$ cat config.mk
export PLATFORM = sky130hd
export DESIGN_NAME = alarm_bank
export DESIGN_NICKNAME = d
export VERILOG_FILES = /design/src/rtl/alarm_bank.sv
export SDC_FILE = /design/constraint.sdc
export NUM_CORES = 1
export LEC_CHECK = 0
export BUFFER_PORTS_ARGS = -buffer_cell sky130_fd_sc_hd__buf_4
export CORE_MARGIN = 8
export CORE_UTILIZATION = 43
export CTS_CLUSTER_DIAMETER = 40
export DETAILED_ROUTE_END_ITERATION = 8
export PLACE_DENSITY = 0.69
export RECOVER_POWER = 100
export SLEW_MARGIN = 10
export SYNTH_ARGS = -nofsm -noshare
export SYNTH_HDL_FRONTEND = slang
export SYNTH_HIERARCHICAL = 1
export SYNTH_SLANG_ARGS = --single-unit
$ cat constraint.sdc
create_clock -name clk -period 4.1 [get_ports clk]
set_input_delay 0.41 -clock clk [delete_from_list [all_inputs] [get_ports clk]]
set_output_delay 0.41 -clock clk [all_outputs]
set_load 0.01 [all_outputs]
$ cat src/rtl/alarm_bank.sv
// alarm_bank: NUM_ALARMS armed BCD alarm times checked once per second against
// the running clock, with a registered ring / snooze / auto-timeout FSM.

module alarm_bank_chan (
  input  logic       clk,
  input  logic       rst_n,
  input  logic       we_i,
  input  logic [7:0] hour_i,
  input  logic [7:0] min_i,
  input  logic       arm_i,
  input  logic [7:0] show_hour_i,
  input  logic [7:0] show_min_i,
  output logic       hit_o,
  output logic       arm_o
);
  logic [7:0] hour_q, min_q;
  logic       arm_q;

  always_ff @(posedge clk or negedge rst_n) begin
    if (!rst_n) begin
      hour_q <= 8'h00;
      min_q  <= 8'h00;
      arm_q  <= 1'b0;
    end else if (we_i) begin
      hour_q <= hour_i;
      min_q  <= min_i;
      arm_q  <= arm_i;
    end
  end

  // Hour/minute equality only; the top qualifies it with sec_tick and :00.
  assign hit_o = arm_q && (hour_q == show_hour_i) && (min_q == show_min_i);
  assign arm_o = arm_q;
endmodule

module alarm_bank #(
  parameter  int NUM_ALARMS = 4,
  parameter  int RING_SECS  = 60,
  parameter  int SNOOZE_MIN = 5,
  localparam int IW         = (NUM_ALARMS > 1) ? $clog2(NUM_ALARMS) : 1
) (
  input  logic                  clk,
  input  logic                  _CR,
  input  logic                  sec_tick,
  input  logic [7:0]            show_hour,
  input  logic [7:0]            show_min,
  input  logic [7:0]            show_sec,
  input  logic                  set_en,
  input  logic [IW-1:0]         set_idx,
  input  logic [7:0]            set_hour,
  input  logic [7:0]            set_min,
  input  logic                  set_arm,
  input  logic                  snooze,
  input  logic                  dismiss,
  output logic                  ring,
  output logic [IW-1:0]         ring_idx,
  output logic                  snoozed,
  output logic [NUM_ALARMS-1:0] armed,
  output logic                  timeout
);
  typedef enum logic [1:0] {IDLE, RINGING, SNOOZED} state_t;

  localparam logic [7:0] CNT_LAST = 8'(RING_SECS - 1);

  state_t                state_q;
  logic [7:0]            cnt_q;
  logic [7:0]            tgt_hour_q, tgt_min_q;
  logic [7:0]            tgt_hour_d, tgt_min_d;
  logic [IW-1:0]         ring_idx_q;
  logic                  ring_q, snoozed_q, timeout_q;

  logic [NUM_ALARMS-1:0] we, hit, chan_arm;
  logic                  set_ok, kill, on_minute, match_any, tgt_hit;
  logic [IW-1:0]         win_idx;
  int                    snz_m, snz_h;

  function automatic int bcd2int(input logic [7:0] b);
    return int'(b[7:4]) * 10 + int'(b[3:0]);
  endfunction

  function automatic logic [7:0] int2bcd(input int v);
    logic [3:0] t, o;
    t = 4'(v / 10);
    o = 4'(v % 10);
    return {t, o};
  endfunction

  assign set_ok = set_en && (int'(set_idx) < NUM_ALARMS);

  for (genvar i = 0; i < NUM_ALARMS; i++) begin : g_chan
    assign we[i] = set_ok && (int'(set_idx) == i);
    alarm_bank_chan u_chan (
      .clk         (clk),
      .rst_n       (_CR),
      .we_i        (we[i]),
      .hour_i      (set_hour),
      .min_i       (set_min),
      .arm_i       (set_arm),
      .show_hour_i (show_hour),
      .show_min_i  (show_min),
      .hit_o       (hit[i]),
      .arm_o       (chan_arm[i])
    );
  end

  assign on_minute = sec_tick && (show_sec == 8'h00);

  // Lowest matching index wins; scanning downward leaves the lowest last.
  always_comb begin
    match_any = 1'b0;
    win_idx   = '0;
    for (int i = NUM_ALARMS - 1; i >= 0; i--) begin
      if (on_minute && hit[i]) begin
        match_any = 1'b1;
        win_idx   = IW'(i);
      end
    end
  end

  // Snooze target = current time + SNOOZE_MIN, done in binary and re-encoded.
  always_comb begin
    snz_m = bcd2int(show_min) + SNOOZE_MIN;
    snz_h = bcd2int(show_hour);
    if (snz_m >= 60) begin
      snz_m = snz_m - 60;
      snz_h = snz_h + 1;
    end
    if (snz_h >= 24) snz_h = 0;
    tgt_min_d  = int2bcd(snz_m);
    tgt_hour_d = int2bcd(snz_h);
  end

  assign tgt_hit = on_minute && (show_hour == tgt_hour_q) && (show_min == tgt_min_q);
  assign kill    = set_ok && (set_idx == ring_idx_q);

  always_ff @(posedge clk or negedge _CR) begin
    if (!_CR) begin
      state_q    <= IDLE;
      cnt_q      <= 8'h00;
      tgt_hour_q <= 8'h00;
      tgt_min_q  <= 8'h00;
      ring_idx_q <= '0;
      ring_q     <= 1'b0;
      snoozed_q  <= 1'b0;
      timeout_q  <= 1'b0;
    end else begin
      timeout_q <= 1'b0;
      unique case (state_q)
        IDLE: begin
          if (match_any) begin
            state_q    <= RINGING;
            ring_q     <= 1'b1;
            ring_idx_q <= win_idx;
            cnt_q      <= 8'h00;
          end
        end
        RINGING: begin
          if (dismiss || kill) begin
            state_q <= IDLE;
            ring_q  <= 1'b0;
          end else if (snooze) begin
            state_q    <= SNOOZED;
            ring_q     <= 1'b0;
            snoozed_q  <= 1'b1;
            tgt_hour_q <= tgt_hour_d;
            tgt_min_q  <= tgt_min_d;
          end else if (sec_tick) begin
            if (cnt_q == CNT_LAST) begin
              state_q   <= IDLE;
              ring_q    <= 1'b0;
              timeout_q <= 1'b1;
            end else begin
              cnt_q <= cnt_q + 8'd1;
            end
          end
        end
        SNOOZED: begin
          if (dismiss || kill) begin
            state_q   <= IDLE;
            snoozed_q <= 1'b0;
          end else if (tgt_hit || match_any) begin
            state_q   <= RINGING;
            ring_q    <= 1'b1;
            snoozed_q <= 1'b0;
            cnt_q     <= 8'h00;
            if (!tgt_hit) ring_idx_q <= win_idx;
          end
        end
        default: begin
          state_q   <= IDLE;
          ring_q    <= 1'b0;
          snoozed_q <= 1'b0;
        end
      endcase
    end
  end

  assign ring     = ring_q;
  assign ring_idx = ring_idx_q;
  assign snoozed  = snoozed_q;
  assign timeout  = timeout_q;
  assign armed    = chan_arm;
endmodule

==> results.toml <==
[global_route]
gr-total-overflow = 0
grt_antenna_before_repair = 0
grt_use_total_pct = 18.0
grt_pass1_vias = 5796
grt_start_max_net_pins = 69
grt_pass1_wl_mm = 29.1

[finish]
fin_area_um2 = 8910
fin_util_pct = 56.9
multi_input_area_um2 = 4550
nets = 912
diodes = 0
final-seq-area_um2 = 2480
drive_gt1_share_pct = 39.0
fill_cells = 1317
area_growth_pct = 31.3

[drt]
wl_mm = 18.2
antenna_left = 0
first_pass_iters = 5
wl_per_cell_um = 17.4
drc = 0
num_vias = 5678
drt_iter0_drc = 426
vias_per_cell = 5.41

[timing]
finalSetupViolCount = 9
fmax_mhz = 188
worstMarginPinSlew_ns = 3.53
fin_setup_tns_ns = -7.04
hold_viol = 0
rsz0062_at_grt = "true"
hold_ws_ns = 0.325
maxSlewHeadroom_pct = -136
fin_ws_ns = -1.22
finClkSkew_ns = 0.00944
finalCriticalPeriod_ns = 5.32
min_period_over_period_pct = 130
maxSlewViolCount = 69

[clock_tree]
clkTransAtPathRegs_ns = 0.07
root_buffer = "clkbuf_16"
tritoncts = "done"
cts_buffers = 9
htreeDepth = 3
cts.hold.buffers_added = 0
clock-sinks = 99
clock_latency_ns = 0.34
clockBufferDepth = 2

[placement]
place_congestion = 0.859
portBuffers = 57
place_hpwl_mm = 13.6
dpl-instance-area_um2 = 8290
pre_cts_ws_ns = -1.69

[yosys]
async_reset_ff_share_pct = 100
synth_seq_area_share_pct = 36.5
syn_area_um2 = 6790
ys_top_cells_by_count = "99 x dfrtp_1, 72 x xnor2_1, 69 x mux2_2, 50 x nand2_1, 39 x nor2_1"
synth_edf_count = 0
synth-seq-cells = 99
yosysTopAreaCell = "dfrtp_1"
ys.flop_type = "dfrtp_1"
ys_top_cells_by_area = "dfrtp_1 36%, mux2_2 11%, xnor2_1 9.3%"
syn_nets = 752
synth_cell_types = 72
syn_area_per_cell_um2 = 10.1
synth_most_common_cell = "dfrtp_1"
synth_cells = 669
ys_warn_count = 6
synth_top_area_share_pct = 36.5

[hold_path]
hold_depth = 2
min_path_type = "in2reg"

[power_and_ir_drop]
leakagePower_nw = 3.73
p_sw_mw = 1.79
powerDensity_nw_per_um2 = 546
p_sw_share_pct = 36.8
seqPwrFrac_pct = 25.6
ir_worst_vdd_uv = 280
clkPwrFrac_pct = 16.3
p_int_mw = 3.08
comb_power_share_pct = 58.1

[floorplanning]
die_w_um = 142
dieArea_um2 = 20100
die_h_um = 142
initial_core_util_pct = 43.4
core_region_area_um2 = 15700
pin_count = 58
fp-row-count = 46

[setup_path]
start_kind = "input port"
max_stage_delay_ns = 0.59
crit_top_cell = "ha_4"
crit_slowest_cell = "fa_2"
reg2reg_depth = 9
r2r_setup_slack_ns = 0.80
critPathMaxFanout = 5
endpoint = "tgt_min_q[1]"
required_ns = 4.32
crit_type = "in2reg"
r2r_end = "cnt_q[7]"
crit_path_end_kind = "flip-flop"
r2r-start = "g_chan[1].u_chan/min_q[6]"
crit_arrival_ns = 5.54
crit_start = "show_min[5]"

[run]
maxCapViolations = 1

[status]
status = "finished with violations"
violations = "max-capacitance violations, max-slew violations, negative setup slack"
==> per-layer routing <==
layer  GRT usage [%]  part of all wire, %  vias up
li1                -                    -     2738
met1            22.6                   44     2783
met2            31.5                   51      138
met3            2.22                  4.1       19
met4            5.43                  1.4        0
met5               0                    0        -
==> power by group through the flow <==
| stage | combinational, mW | sequential, mW | clock, mW |
|---|---|---|---|
| finish | 2.83 | 1.25 | 0.794 |
| global route | 3.04 | 1.27 | 0.837 |
| CTS | 2.56 | 1.25 | 0.804 |
| detailed placement | 2.30 | 1.26 | 0 |
| global placement | 2.23 | 1.25 | 0 |
| floorplan | 1.47 | 1.24 | 0 |
==> layout make-up <==
| type | instances | share of cell area, % |
|---|---|---|
| Clock buffer | 10 | 2.68 |
| Clock inverter | 5 | 0.407 |
| Inverter | 15 | 0.632 |
| Multi-Input combinational cell | 531 | 51.1 |
| Sequential cell | 99 | 27.8 |
| Tap cell | 216 | 3.03 |
| Timing Repair Buffer | 173 | 14.4 |
==> flip-flops by register name (all words and copies together) (netlist names) <==
name,cells
g_chan.u_chan/min_q,32
state_q,2
timeout,1
cnt_q,8
ring,1
g_chan.u_chan/hour_q,32
ring_idx,2
g_chan.u_chan/arm_o,4
snoozed,1
tgt_min_q,8
tgt_hour_q,8
==> metrics by stage <==
step,power (mW),instances
after floorplan,2.71,669
after global placement,3.49,1018
after detailed placement,3.56,1018
after CTS,4.61,1040
after global routing,5.14,1049
final,4.87,1049
==> kinds of logic (layout without fill, tap and decap cells) <==
| family | after synthesis | count (layout) | share of synthesized area, % |
|---|---|---|---|
| adder cells (fa/ha/maj) | 34 | 34 | 6.71 |
| flip-flops | 99 | 99 | 36.5 |
| multiplexers | 75 | 75 | 12.4 |
| XOR/XNOR | 102 | 102 | 13.3 |
| buffers and inverters | 39 | 203 | 2.56 |
| AO/OA/AOI/OAI | 128 | 128 | 13.5 |
| AND/OR/NAND/NOR | 192 | 192 | 15.0 |
==> cells in the final DEF, fill, tap and decap left out, types with 6 or more instances in the layout <==
master / Yosys / routed
a21oi_1: 18 / 17
a31oi_1: 7 / 7
buf_4: 0 / 149
buf_6: 2 / 7
clkbuf_1: 11 / 15
clkbuf_16: 0 / 9
dfrtp_1: 99 / 99
ha_1: 30 / 17
ha_4: 0 / 13
inv_1: 15 / 13
mux2_2: 69 / 68
nand2_1: 50 / 49
nand3_1: 17 / 14
nand4_1: 20 / 20
nor2_1: 39 / 32
nor2_2: 1 / 7
nor2b_1: 7 / 7
nor4_1: 12 / 11
o211ai_1: 6 / 6
o21ai_0: 36 / 27
o21ai_1: 7 / 11
o31ai_1: 7 / 7
xnor2_1: 72 / 69
xor2_1: 29 / 28
==> worst max-delay path: cells and delay by family <==
kind,cells,cell delay (ns)
buffers and inverters,3,0.32
AND/OR/NAND/NOR,9,1.49
multiplexers,1,0.29
adder cells (fa/ha/maj),5,1.43
XOR/XNOR,2,0.20
AO/OA/AOI/OAI,8,1.38
==> repair_timing <==
action                     in CTS  in global routing
pin swaps                      27                  8
gates resized for setup        30                 33
gates cloned                    0                  0
setup endpoints to repair       9                 11
buffers inserted                7                  9
==> worst min path at each step <==
stage                                  to         from
6_report       g_chan[3].u_chan/hour_q[5]  set_hour[5]
5_1_grt            g_chan[0].u_chan/arm_o      set_arm
4_1_cts        g_chan[0].u_chan/hour_q[4]          _CR
3_5_place_dp                     cnt_q[5]     cnt_q[5]
3_3_place_gp                     cnt_q[5]     cnt_q[5]
2_1_floorplan                    cnt_q[0]          _CR
Power figures use the tool's default switching activity.
